## src/rtl/alu_arb_pkg.sv

```systemverilog
// rtl/alu_arb_pkg.sv - shared opcode constants and FSM state type for alu_share_arbiter
package alu_arb_pkg;

  localparam logic [1:0] OP_AND = 2'b00;
  localparam logic [1:0] OP_OR  = 2'b01;
  localparam logic [1:0] OP_SUB = 2'b10;
  localparam logic [1:0] OP_ADD = 2'b11;

  typedef enum logic [1:0] {
    IDLE = 2'd0,
    EXEC = 2'd1,
    RESP = 2'd2
  } state_t;

endpackage

```

## src/rtl/alu_core.sv

```systemverilog
// rtl/alu_core.sv - combinational 4-op ALU (AND/OR/SUB/ADD), W-bit operands, W+1-bit result
// Ports:
//   code   in  2    opcode (see alu_arb_pkg)
//   a, b   in  W    operands
//   result out W+1  AND/OR zero-extended; ADD {carry,sum}; SUB a-b mod 2^(W+1)
module alu_core
  import alu_arb_pkg::*;
#(
  parameter int W = 4
) (
  input  logic [1:0]   code,
  input  logic [W-1:0] a,
  input  logic [W-1:0] b,
  output logic [W:0]   result
);

  always_comb begin
    result = '0;
    case (code)
      OP_AND:  result = {1'b0, a & b};
      OP_OR:   result = {1'b0, a | b};
      // Extending both operands by one bit leaves bit W set on borrow.
      OP_SUB:  result = {1'b0, a} - {1'b0, b};
      OP_ADD:  result = {1'b0, a} + {1'b0, b};
      default: result = '0;
    endcase
  end

endmodule

```

## src/rtl/alu_share_arbiter.sv

```systemverilog
// rtl/alu_share_arbiter.sv - round-robin arbiter sharing one ALU between two valid/ready requesters
// Optional feature macro: ALU_ARB_STATS_EN (grant counters + stats_clr)
// Ports:
//   clk, rst                     clock (rising edge), asynchronous active-high reset
//   reqN_valid/ready             command handshake for requester N (ready combinational, IDLE only)
//   reqN_code, reqN_a, reqN_b    opcode and W-bit operands
//   rspN_valid/ready             response handshake for requester N
//   rsp_result                   shared W+1-bit result, meaningful while a rspN_valid is high
//   busy                         high whenever the FSM is not IDLE
//   gnt0_count, gnt1_count       (ALU_ARB_STATS_EN) saturating 16-bit accept counters
//   stats_clr                    (ALU_ARB_STATS_EN) synchronous counter clear
module alu_share_arbiter
  import alu_arb_pkg::*;
#(
  parameter int W       = 4,
  parameter bit RR_INIT = 1'b1
) (
  input  logic         clk,
  input  logic         rst,
  input  logic         req0_valid,
  output logic         req0_ready,
  input  logic [1:0]   req0_code,
  input  logic [W-1:0] req0_a,
  input  logic [W-1:0] req0_b,
  output logic         rsp0_valid,
  input  logic         rsp0_ready,
  input  logic         req1_valid,
  output logic         req1_ready,
  input  logic [1:0]   req1_code,
  input  logic [W-1:0] req1_a,
  input  logic [W-1:0] req1_b,
  output logic         rsp1_valid,
  input  logic         rsp1_ready,
`ifdef ALU_ARB_STATS_EN
  input  logic         stats_clr,
  output logic [15:0]  gnt0_count,
  output logic [15:0]  gnt1_count,
`endif
  output logic [W:0]   rsp_result,
  output logic         busy
);

  state_t       state, state_next;
  logic         last_grant;
  logic         grant;
  logic         sel;
  logic         accept;
  logic         done;
  logic [1:0]   code_q;
  logic [W-1:0] a_q, b_q;
  logic [W:0]   alu_out;

  // On a tie the requester that was not served last wins; otherwise the
  // lone valid requester is picked. sel is only meaningful with a valid.
  always_comb begin
    if (req0_valid && req1_valid) sel = ~last_grant;
    else                          sel = req1_valid;
  end

  always_ff @(posedge clk or posedge rst) begin
    if (rst) state <= IDLE;
    else     state <= state_next;
  end

  always_comb begin
    state_next = state;
    req0_ready = 1'b0;
    req1_ready = 1'b0;
    rsp0_valid = 1'b0;
    rsp1_valid = 1'b0;
    accept     = 1'b0;
    done       = 1'b0;
    case (state)
      IDLE: begin
        req0_ready = req0_valid & ~sel;
        req1_ready = req1_valid & sel;
        accept     = (req0_valid & ~sel) | (req1_valid & sel);
        if (accept) state_next = EXEC;
      end
      EXEC: state_next = RESP;
      RESP: begin
        rsp0_valid = ~grant;
        rsp1_valid = grant;
        // Only the granted requester's rsp_ready can retire the response.
        done = grant ? rsp1_ready : rsp0_ready;
        if (done) state_next = IDLE;
      end
      default: state_next = IDLE;
    endcase
  end

  assign busy = (state != IDLE);

  always_ff @(posedge clk or posedge rst) begin
    if (rst) begin
      code_q     <= '0;
      a_q        <= '0;
      b_q        <= '0;
      grant      <= 1'b0;
      last_grant <= RR_INIT;
      rsp_result <= '0;
    end else begin
      if (accept) begin
        code_q <= sel ? req1_code : req0_code;
        a_q    <= sel ? req1_a    : req0_a;
        b_q    <= sel ? req1_b    : req0_b;
        grant  <= sel;
      end
      if (state == EXEC) rsp_result <= alu_out;
      if (done)          last_grant <= grant;
    end
  end

  alu_core #(.W(W)) u_alu_core (
    .code   (code_q),
    .a      (a_q),
    .b      (b_q),
    .result (alu_out)
  );

`ifdef ALU_ARB_STATS_EN
  // stats_clr has priority over an accept in the same cycle.
  always_ff @(posedge clk or posedge rst) begin
    if (rst) begin
      gnt0_count <= '0;
      gnt1_count <= '0;
    end else if (stats_clr) begin
      gnt0_count <= '0;
      gnt1_count <= '0;
    end else begin
      if (accept && !sel && gnt0_count != 16'hFFFF) gnt0_count <= gnt0_count + 16'd1;
      if (accept &&  sel && gnt1_count != 16'hFFFF) gnt1_count <= gnt1_count + 16'd1;
    end
  end
`endif

endmodule
```

## config.mk

```make
export PLATFORM = sky130hd
export DESIGN_NAME = alu_share_arbiter
export DESIGN_NICKNAME = d
export VERILOG_FILES = /design/src/rtl/alu_arb_pkg.sv /design/src/rtl/alu_core.sv /design/src/rtl/alu_share_arbiter.sv
export SDC_FILE = /design/constraint.sdc
export NUM_CORES = 1
export LEC_CHECK = 0
export BUFFER_PORTS_ARGS = -buffer_cell sky130_fd_sc_hd__buf_2
export CORE_MARGIN = 4
export CORE_UTILIZATION = 40
export CTS_CLUSTER_SIZE = 14
export DETAILED_ROUTE_END_ITERATION = 16
export GPL_TIMING_DRIVEN = 0
export SLEW_MARGIN = 25
export SYNTH_ARGS = -nofsm -noshare
export SYNTH_HDL_FRONTEND = slang
export SYNTH_HIERARCHICAL = 1
export SYNTH_SLANG_ARGS = --single-unit
```

## constraint.sdc

```tcl
create_clock -name clk -period 3.5 [get_ports clk]
set_input_delay 0.525 -clock clk [delete_from_list [all_inputs] [get_ports clk]]
set_output_delay 0.525 -clock clk [all_outputs]
set_load 0.05 [all_outputs]
```

==> results of run 1 <==
-- power by group --
part | switching, W | internal (W) | leakage [nW]
Sequential | 0.0000995 | 0.000334 | 0.226
Clock | 0.0000691 | 0.0000425 | 0.0177
Combinational | 0.000603 | 0.000481 | 0.534
-- worst max-delay path: stages (launching register included) --
cell                       delay, ns
sky130_fd_sc_hd__dfrtp_1        0.42
sky130_fd_sc_hd__inv_1          0.09
sky130_fd_sc_hd__ha_1           0.29
sky130_fd_sc_hd__nand2_1        0.05
sky130_fd_sc_hd__o21ai_0        0.16
sky130_fd_sc_hd__ha_1           0.33
sky130_fd_sc_hd__a21oi_1        0.24
sky130_fd_sc_hd__o41ai_2        0.09
sky130_fd_sc_hd__nand3b_1       0.16
sky130_fd_sc_hd__mux2_2         0.26
-- cells in the final DEF (no fill, tap or decap), types with 3 or more instances in the layout --
cell type / count
sky130_fd_sc_hd__mux2_4: 8
sky130_fd_sc_hd__buf_6: 3
sky130_fd_sc_hd__clkbuf_4: 3
sky130_fd_sc_hd__mux2_2: 18
sky130_fd_sc_hd__buf_2: 36
sky130_fd_sc_hd__inv_1: 8
sky130_fd_sc_hd__nand2_1: 8
sky130_fd_sc_hd__dfrtp_1: 18
sky130_fd_sc_hd__o21ai_0: 6
sky130_fd_sc_hd__ha_1: 6
sky130_fd_sc_hd__nor2_1: 3
sky130_fd_sc_hd__a21oi_1: 4
-- state kept, by name, indices dropped and copies added, names as in the netlist --
| signal | cells |
|---|---|
| a_q | 4 |
| b_q | 4 |
| code_q | 2 |
| grant | 1 |
| last_grant | 1 |
| rsp_result | 5 |
| state | 2 |
-- worst max-delay path by stage --
| stage | end | cells after the start | startpoint |
|---|---|---|---|
| 2_1_floorplan | req1_ready | 3 | req1_valid |
| 3_3_place_gp | rsp_result[4]$_DFFE_PP0N_ | 9 | b_q[0]$_DFFE_PP0P_ |
| 3_5_place_dp | rsp_result[3]$_DFFE_PP0N_ | 9 | b_q[0]$_DFFE_PP0P_ |
| 4_1_cts | rsp_result[3]$_DFFE_PP0N_ | 9 | b_q[0]$_DFFE_PP0P_ |
| 5_1_grt | rsp_result[3]$_DFFE_PP0N_ | 9 | b_q[0]$_DFFE_PP0P_ |
| 6_report | rsp_result[3]$_DFFE_PP0N_ | 9 | b_q[0]$_DFFE_PP0P_ |
-- stage by stage --
stage               total power [W]  area [um^2]  hold WS, ns
floorplan                   0.00131         1280        0.475
global placement            0.00148         1510        0.483
detailed placement          0.00153         1510        0.489
CTS                         0.00165         1540        0.355
global route                0.00177         1540        0.393
finish                      0.00163         1540        0.337
-- kinds of logic after synthesis --
kind of cell	Yosys count	synth area share
muxes	26	0.252
buffers and inverters	14	0.0615
DFF	19	0.372
adders and majority gates	9	0.0907
xor gates and xnor gates	3	0.0205
and+or+nand+nor	22	0.0868
AOI/OAI and AO/OA	20	0.117
-- routing by layer --
layer / GRT usage / share of wire / vias to the layer above
li1: - / - / 480
met5: 0 / 0 / -
met2: 0.224 / 0.51 / 21
met1: 0.170 / 0.44 / 455
met3: 0.0225 / 0.044 / 2
met4: 0.0554 / 0.0072 / 0
-- cell type report --
cell class              instances  area [um^2]  share of cell area
multi-input cells              80          727               0.472
plain buffers                   5         42.5              0.0276
inverters                       9         36.3              0.0236
clock buffers                   3         22.5              0.0146
flip-flops and latches         19          477               0.310
well taps                      44         55.1              0.0357
repair buffers                 35          175               0.114
clock inverters                 1         5.00             0.00325
==> results by stage, run 1 <==
Clocking:
- The tree is rooted in a sky130_fd_sc_hd__clkbuf_4.
- For the worst-skew pair, the clock arrives at the later sink with an insertion delay of approximately 0.30 ns.
- The number of sinks handled by clock tree synthesis is 19.
- Counting along the longest clock path gives a buffer depth of 2.
- Clock-pin slew was measured on the worst setup and hold paths at 0.11 ns.
- In this run, post-CTS hold repair placed 0 buffers.
- The TritonCTS clock tree is built.
- The post-CTS setup buffer count is 0.
- Post-CTS repair changed the size of 0 cells.
- In this run the number of H-tree levels came out at 1.
- The CTS buffer count is 3.

Placement:
- The number of cells in the design after placement is 192.
- The HPWL after detailed placement is approximately 2100 um.
- Before CTS, the worst setup slack after placement is 1.34 ns.
- The routability congestion estimate is between 0.7 and 0.8.
- The count of input and output buffers is 35.

Floorplan:
- 36 I/O pins were placed.
- The die is about 65 um tall.
- The effective utilization at floorplan is 0.420.
- The placement row count is 20.
- The die area is 4180 um^2.
- The total core area is just over 3000 um^2.
- The die span in x is around 65 um.

GRT:
- The initial antenna violation count is 0.
- After global routing the overflow that remains totals 0.
- The number of global-route vias before repair is 964.
- The pin count of the biggest net entering global routing is 20.
- The wire length of the first global-routing pass is between 4000 and 5000 um.
- The total global routing track utilization is 0.134.

Detailed routing:
- The number of detailed-routing iterations run before antenna repair is 4.
- The remaining antenna violation count after routing is 0.
- In the routed layout, each cell is associated on average with a via count of just under 5.
- Detailed routing inserted a total of approximately 960 vias.
- Wires add up to roughly 2500 um.
- The final routed DRC violation total is 0.
- After detailed routing, the average wire length per cell comes to about 13 um.
- After the first detailed-routing iteration, the DRC count stood at 11.

Timing:
- The total setup violations reported at the end of the flow is 0.
- The shortest period the worst path allows is between 2 and 2.5 ns.
- The setup TNS after final layout is 0 ns.
- The number of max-slew violations in the final report is 0.
- The post-route worst setup slack is 1.32 ns.
- Clock skew on the completed layout was measured at 0.00538 ns.
- The number of hold-slack violations in the final timing report was 0.
- For this run, the top clock speed supported by timing is 458 MHz.
- Setup repair after global routing left no endpoint under its margin.
- Dividing the final minimum period by the clock period gives 0.623.
- The worst slew slack as a fraction of its limit is 0.501.
- The slew at the pin closest to its max-slew limit is approximately 0.75 ns.

Hold path:
- The tightest min-delay check is of the in -> async type.

Synthesis:
- After technology mapping, the gate count stands at approximately 110.
- The post-synth net total is roughly 150.
- The cell area that synthesis handed to floorplanning was between 1000 and 1500 um^2.
- After synthesis, the most frequently instantiated cells are sky130_fd_sc_hd__dfrtp_1, sky130_fd_sc_hd__mux2_2, sky130_fd_sc_hd__inv_1, sky130_fd_sc_hd__mux2_4, sky130_fd_sc_hd__nand2_1.
- In the synthesized netlist the dominant register cell turns out to be sky130_fd_sc_hd__dfrtp_1.
- The synthesis warning total is 6.
- Of all cell types, the one taking the most synthesized area is sky130_fd_sc_hd__dfrtp_1.
- For this run, the register share of the synthesized area comes to 0.372.
- Synthesis inferred 19 register bits.
- Counting distinct cell types in the post-synthesis netlist gives 36.
- The share of synthesized area in the top cell type comes to 0.351.
- Sorting the synthesized cells by area gives the leading types as sky130_fd_sc_hd__dfrtp_1, sky130_fd_sc_hd__mux2_2, sky130_fd_sc_hd__mux2_4.
- The proportion of synthesized flip-flops having asynchronous set or reset is 1.00.
- In this run, synthesis inferred 0 flip-flops with an integrated enable.
- The average size of a mapped cell is 11.3 um^2.

Power:
- The power per standard cell area is 1060 nW/um^2.
- The peak supply drop is about 0.37 mV.
- For this design the static power due to leakage is about 0.78 nW.

Critical path:
- The nature of the critical path startpoint is a register.
- The worst setup path is captured at a register.
- STA puts the critical path data arrival time at between 2 and 2.5 ns.
- The worst reg2reg path endpoint is rsp_result[3]$_DFFE_PP0N_.
- STA puts the critical path data required time at roughly 3.7 ns.
- The critical path class is reg -> reg.
- The worst register-to-register path has a depth of 9.
- The startpoint identified for the worst register-to-register timing path is b_q[0]$_DFFE_PP0P_.
- The biggest fanout along the worst timing path is 4.
- In this run the register-to-register setup slack is ~1.3 ns.

Cells and area:
- The count of filler cells inserted in the layout is around 320.
- The finished layout holds 196 standard cells, fillers aside.
- For this run, the share of the core covered by cells in the final layout is 0.505.
- The number of antenna cells inserted is 0.
- The ratio of cells with drive above 1 in the final layout is 0.507.
- The synthesis-to-finish area growth is 20.1%.
- The final layout contains roughly 190 nets.

Run:
- The number of violations of the max-capacitance limit is 0.

Status:
- The run finished with clean final reports.
Power figures use the tool's default switching activity.
==> run 2: changes to the inputs <==
--- a/config.mk
+++ b/config.mk
@@ -5,12 +5,14 @@
 export SDC_FILE = /design/constraint.sdc
 export NUM_CORES = 1
 export LEC_CHECK = 0
+export ABC_AREA = 1
 export BUFFER_PORTS_ARGS = -buffer_cell sky130_fd_sc_hd__buf_2
 export CORE_MARGIN = 4
 export CORE_UTILIZATION = 40
 export CTS_CLUSTER_SIZE = 14
 export DETAILED_ROUTE_END_ITERATION = 16
 export GPL_TIMING_DRIVEN = 0
+export PLACE_DENSITY = 0.66
 export SLEW_MARGIN = 25
 export SYNTH_ARGS = -nofsm -noshare
 export SYNTH_HDL_FRONTEND = slang
==> constraint.sdc (replaced) <==
create_clock -name clk -period 1.89 [get_ports clk]
set_input_delay 0.2835 -clock clk [delete_from_list [all_inputs] [get_ports clk]]
set_output_delay 0.2835 -clock clk [all_outputs]
set_load 0.05 [all_outputs]
==> run 2 against run 1 <==
Final area increased by 11%. Global-route usage decreased by 0.26 points. Sequential cell count unchanged. First-iteration DRC count increased to 3.2 times the previous value. Power increased by 99%. Critical path type unchanged. Largest cell class unchanged.
==> results by stage, run 2 <==
Status:
- Result of the run: completed (unchanged).

Cells and area:
- Largest registers: rsp_result: 5 flops, a_q: 4 flops, b_q: 4 flops (unchanged).
- The final cell count without fillers is 292 (was 196).
- The register cell area after layout was 477 um^2 (unchanged).
- The most common library cell in the layout ignoring fill and taps was sky130_fd_sc_hd__nand2_1 (was sky130_fd_sc_hd__buf_2).
- The synthesis-to-finish area growth came to 25.1% (was 20.1%).
- The number of antenna cells inserted is 0 (unchanged).
- The register name with the most flops is rsp_result (unchanged).
- The final net count is 280 (was 186).
- The ratio of cells with drive above 1 in the final layout is 0.297 (was 0.507).
- Highest-count cells in the layout ignoring fill and taps: sky130_fd_sc_hd__nand2_1, sky130_fd_sc_hd__buf_2, sky130_fd_sc_hd__nand3_1 (was sky130_fd_sc_hd__buf_2, sky130_fd_sc_hd__mux2_2, sky130_fd_sc_hd__dfrtp_1).
- The final non-filler cell area came to 1720 um^2 (was 1540 um^2).
- The utilization after layout is 0.514 (was 0.505).
- The number of flip-flops in the largest register is 5 (unchanged).
- The count of filler cells inserted in the layout is 380 (was 315).
- The area occupied by multi-input gates is 746 um^2 (was 727 um^2).

Clocking:
- The number of hold buffers added after cts is 0 (unchanged).
- The clock root buffer is sky130_fd_sc_hd__clkbuf_4 (unchanged).
- The maximum clock path buffer count came to 2 (unchanged).
- The clock latency at the later pin of the worst-skew pair was 0.29 ns (was 0.30 ns).
- The clock transition at the registers of the reported paths is 0.11 ns (about the same).
- The number of sinks handled by clock tree synthesis came to 19 (unchanged).
- The TritonCTS clock tree was built (unchanged).
- The count of H-tree levels built during CTS is 1 (unchanged).
- The CTS buffer count was 3 (unchanged).

Synthesis:
- The post-synthesis cell type count is 25 (was 36).
- Most used standard cells in the synthesized netlist: sky130_fd_sc_hd__nand2_1, sky130_fd_sc_hd__nand3_1, sky130_fd_sc_hd__inv_1 (was sky130_fd_sc_hd__dfrtp_1, sky130_fd_sc_hd__mux2_2, sky130_fd_sc_hd__inv_1, sky130_fd_sc_hd__mux2_4, sky130_fd_sc_hd__nand2_1).
- The share of the synthesized area in compound gates (AO/OA/AOI/OAI) is 0.0520 (was 0.117).
- The cell count after synthesis is 202 (was 113).
- The simple-gate portion of the synthesized area is 0.377 (was 0.0868).
- The synthesis warning total came to 6 (unchanged).
- The sequential fraction of the synthesis area is 0.347 (was 0.372).
- The fraction of synthesized cell area in xor and xnor cells is 0.0128 (was 0.0205).
- The proportion of synthesized flip-flops having asynchronous set or reset is 1.00 (unchanged).
- The number of register bits inferred by synthesis is 19 (unchanged).
- The portion of netlist area occupied by mux cells is 0 (was 0.252).
- The arithmetic-cell share of the synthesized area counting full adders, half adders and majority gates is 0.0693 (was 0.0907).
- The dominant synthesized flop cell is sky130_fd_sc_hd__dfrtp_1 (unchanged).
- The post-synth net total came to 235 (was 146).
- The largest family of logic cells by synthesized area is simple AND/OR/NAND/NOR gates (was multiplexers).
- The library cell occupying the most area in the post-synthesis netlist is sky130_fd_sc_hd__dfrtp_1 (unchanged).
- In the post-synthesis netlist, the cell with the most instances is sky130_fd_sc_hd__nand2_1.
- The proportion of netlist area held by the largest area contributor came to 0.328 (was 0.351).
- The cell area after technology mapping is 1370 um^2 (was 1280 um^2).
- The number of enable flip-flop cells after synthesis is 0 (unchanged).
- Cell types occupying the most area after synthesis: sky130_fd_sc_hd__dfrtp_1, sky130_fd_sc_hd__nand2_1, sky130_fd_sc_hd__nand3_1 (was sky130_fd_sc_hd__dfrtp_1, sky130_fd_sc_hd__mux2_2, sky130_fd_sc_hd__mux2_4).
- The average size of a mapped cell was 6.79 um^2 (was 11.3 um^2).

Floorplan:
- The die span in x is 66.6 um (was 64.6 um).
- The total core area is 3340 um^2 (was 3050 um^2).
- The die height was 66.6 um (was 64.6 um).
- The die area is 4430 um^2 (was 4180 um^2).
- The placement row count came to 21 (was 20).
- The effective utilization at floorplan is 0.411 (was 0.420).
- The I/O pin count is 36 (unchanged).

Critical path:
- The setup slack of the most critical reg-to-reg path is 0.06 ns (was 1.32 ns).
- The worst reg2reg path endpoint is rsp_result[4]$_DFFE_PP0N_ (was rsp_result[3]$_DFFE_PP0N_).
- The capture point of the critical path is rsp_result[4]$_DFFE_PP0N_ (was rsp_result[3]$_DFFE_PP0N_).
- The worst reg2reg path startpoint was b_q[0]$_DFFE_PP0P_ (unchanged).
- The critical path capture point type is a register (unchanged).
- The required time at the worst-slack endpoint is 2.09 ns (was 3.70 ns).
- The largest stage delay on the critical path was 0.40 ns (was 0.42 ns).
- The critical path class is reg -> reg (unchanged).
- The data arrival time of the critical path is 2.03 ns (was 2.38 ns).
- The nature of the critical path startpoint is a register (unchanged).
- The source of the critical timing path is b_q[0]$_DFFE_PP0P_ (unchanged).
- The depth of the critical timing path with buffers and inverters included is 12 (was 9).
- The number of cells on the worst reg-to-reg path came to 12 (was 9).
- The dominant delay contributor by cell family on the critical path is adder cells (unchanged).
- The biggest fanout along the worst timing path is 6 (was 4).
- Cell chain of the critical path: inv_2 -> ha_4 -> a21oi_2 -> xor2_1 -> ha_1 -> nand2_1 -> nor2_1 -> nor2_2 -> nor2_1 -> nor2_2 -> nand3_1 -> nand2_1 (was inv_1 -> ha_1 -> nand2_1 -> o21ai_0 -> ha_1 -> a21oi_1 -> o41ai_2 -> nand3b_1 -> mux2_2).
- The worst-path cell with the longest stage delay is sky130_fd_sc_hd__dfrtp_1 (unchanged).
- The buffers plus inverters on the worst setup path is 1 (unchanged).

Hold path:
- The worst min-delay path category is in -> async (unchanged).

Timing:
- The total setup violations reported at the end of the flow was 0 (unchanged).
- The worst slew slack as a fraction of its limit came to 0.541 (was 0.501).
- The maximum operating frequency is 545 MHz (was 458 MHz).
- The shortest period the worst path allows is 1.83 ns (was 2.18 ns).
- The number of max-slew violations in the final report came to 0 (unchanged).
- The share of the cycle needed by the critical path after routing is 0.971 (was 0.623).
- The final worst clock skew is 0.00929 ns (was 0.00538 ns).
- The post-route worst setup slack was 0.0556 ns (was 1.32 ns).
- The slew at the pin closest to its max-slew limit was 0.687 ns (was 0.748 ns).
- RSZ-0062 raised after global routing: true (was false).
- The number of hold-slack violations in the final timing report was 0 (unchanged).

Detailed routing:
- The via total after detailed routing came to 1300 (was 958).
- The total length of routed wires is 2770 um (was 2520 um).
- The final routed DRC violation total came to 0 (unchanged).
- The remaining antenna violation count after routing is 0 (unchanged).
- The number of detailed-routing iterations run before antenna repair is 4 (unchanged).
- The detail-routed via count per cell is 4.45 (was 4.89).
- The number of violations reported at the end of detailed-routing iteration 0 came to 35 (was 11).
- The average wire per standard cell is 9.50 um (was 12.8 um).

GRT:
- The total global routing overflow came to 0 (unchanged).
- The total global routing track utilization is 0.131 (was 0.134).
- The number of global-route vias before repair is 1097 (was 964).
- The wire length of the first global-routing pass is 4600 um (was 4370 um).
- The pin count of the biggest net entering global routing is 20 (unchanged).
- The initial antenna violation count came to 0 (unchanged).

Placement:
- The routability congestion estimate is 0.761 (was 0.764).
- The count of input and output buffers is 35 (unchanged).
- The cell area reported after detailed placement is 1610 um^2 (was 1510 um^2).
- The pre-CTS setup slack was -0.0996 ns (was 1.34 ns).
- The HPWL after detailed placement was 2230 um (was 2050 um).
- The number of cells in the design after placement was 283 (was 192).

Power:
- The power per standard cell area was 1890 nW/um^2 (was 1060 nW/um^2).
- The peak supply drop is 0.586 mV (was 0.368 mV).
- The overall power is 0.00324 W (was 0.00163 W).
- The static leakage power was 1.01 nW (was 0.778 nW).

Run:
- The number of violations of the max-capacitance limit is 0 (unchanged).
[run 2: cell types whose count changed after synthesis, sizes merged, moves of 3 or more]
cell   change
mux2      -26
nand3     +34
nand2     +61
buf        +3
inv       +27
nor2      +12
[run 2: where the power goes]
| group | switching [W] | internal, W | leakage, nW | total [W] |
|---|---|---|---|---|
| clock network | 0.000119 | 0.0000786 | 0.0177 | 0.000198 |
| registers | 0.000172 | 0.000609 | 0.233 | 0.000781 |
| logic | 0.00140 | 0.000857 | 0.763 | 0.00226 |
[run 2: layout make-up]
cell class	count	area share
multi-input combinational	140	0.434
sequential	19	0.278
timing repair buffer	40	0.125
inverter	36	0.0802
tap	46	0.0335
buffer	7	0.0328
clock buffer	3	0.0131
clock inverter	1	0.00292
[run 2: worst reg2reg max path: stages (launching register included)]
cell	delay, ns
sky130_fd_sc_hd__dfrtp_1	0.40
sky130_fd_sc_hd__inv_2	0.10
sky130_fd_sc_hd__ha_4	0.15
sky130_fd_sc_hd__a21oi_2	0.04
sky130_fd_sc_hd__xor2_1	0.15
sky130_fd_sc_hd__ha_1	0.39
sky130_fd_sc_hd__nand2_1	0.08
sky130_fd_sc_hd__nor2_1	0.11
sky130_fd_sc_hd__nor2_2	0.06
sky130_fd_sc_hd__nor2_1	0.11
sky130_fd_sc_hd__nor2_2	0.05
sky130_fd_sc_hd__nand3_1	0.07
sky130_fd_sc_hd__nand2_1	0.05
[run 2: worst min path at each step]
stage	depth (start not counted)	to	start
2_1_floorplan	1	a_q[0]$_DFFE_PP0P_	rst
5_1_grt	2	rsp_result[0]$_DFFE_PP0N_	rst
6_report	2	a_q[2]$_DFFE_PP0P_	rst
3_3_place_gp	2	rsp_result[0]$_DFFE_PP0N_	rst
3_5_place_dp	2	rsp_result[2]$_DFFE_PP0N_	rst
4_1_cts	2	rsp_result[2]$_DFFE_PP0N_	rst
[run 2: timing repair]
| item | in CTS | in global routing |
|---|---|---|
| setup buffers | 2 | 3 |
| pin swaps | 1 | 8 |
| endpoints found under the setup margin | 2 | 4 |
| hold endpoints to repair | 0 | 0 |
| gates resized for setup | 1 | 13 |
[run 2: cells by family after synthesis]
group | count (synthesis)
xor+xnor | 2
flops | 19
buf+inv | 43
fa+ha+maj | 7
compound gates | 12
simple gates | 119
[run 2: per-stage QoR]
stage | TNS (ns) | hold WS [ns]
detailed placement | -0.123 | 0.434
finish | 0 | 0.0744
global route | -0.198 | 0.131
global placement | -0.0816 | 0.433
floorplan | 0 | 0.234
CTS | 0 | 0.104
[run 2: per-layer routing]
metal | routed length [um] | global-route usage
met5 | 0 | 0
met4 | 24 | 0.0381
met3 | 123 | 0.0169
met2 | 1330 | 0.213
met1 | 1300 | 0.181
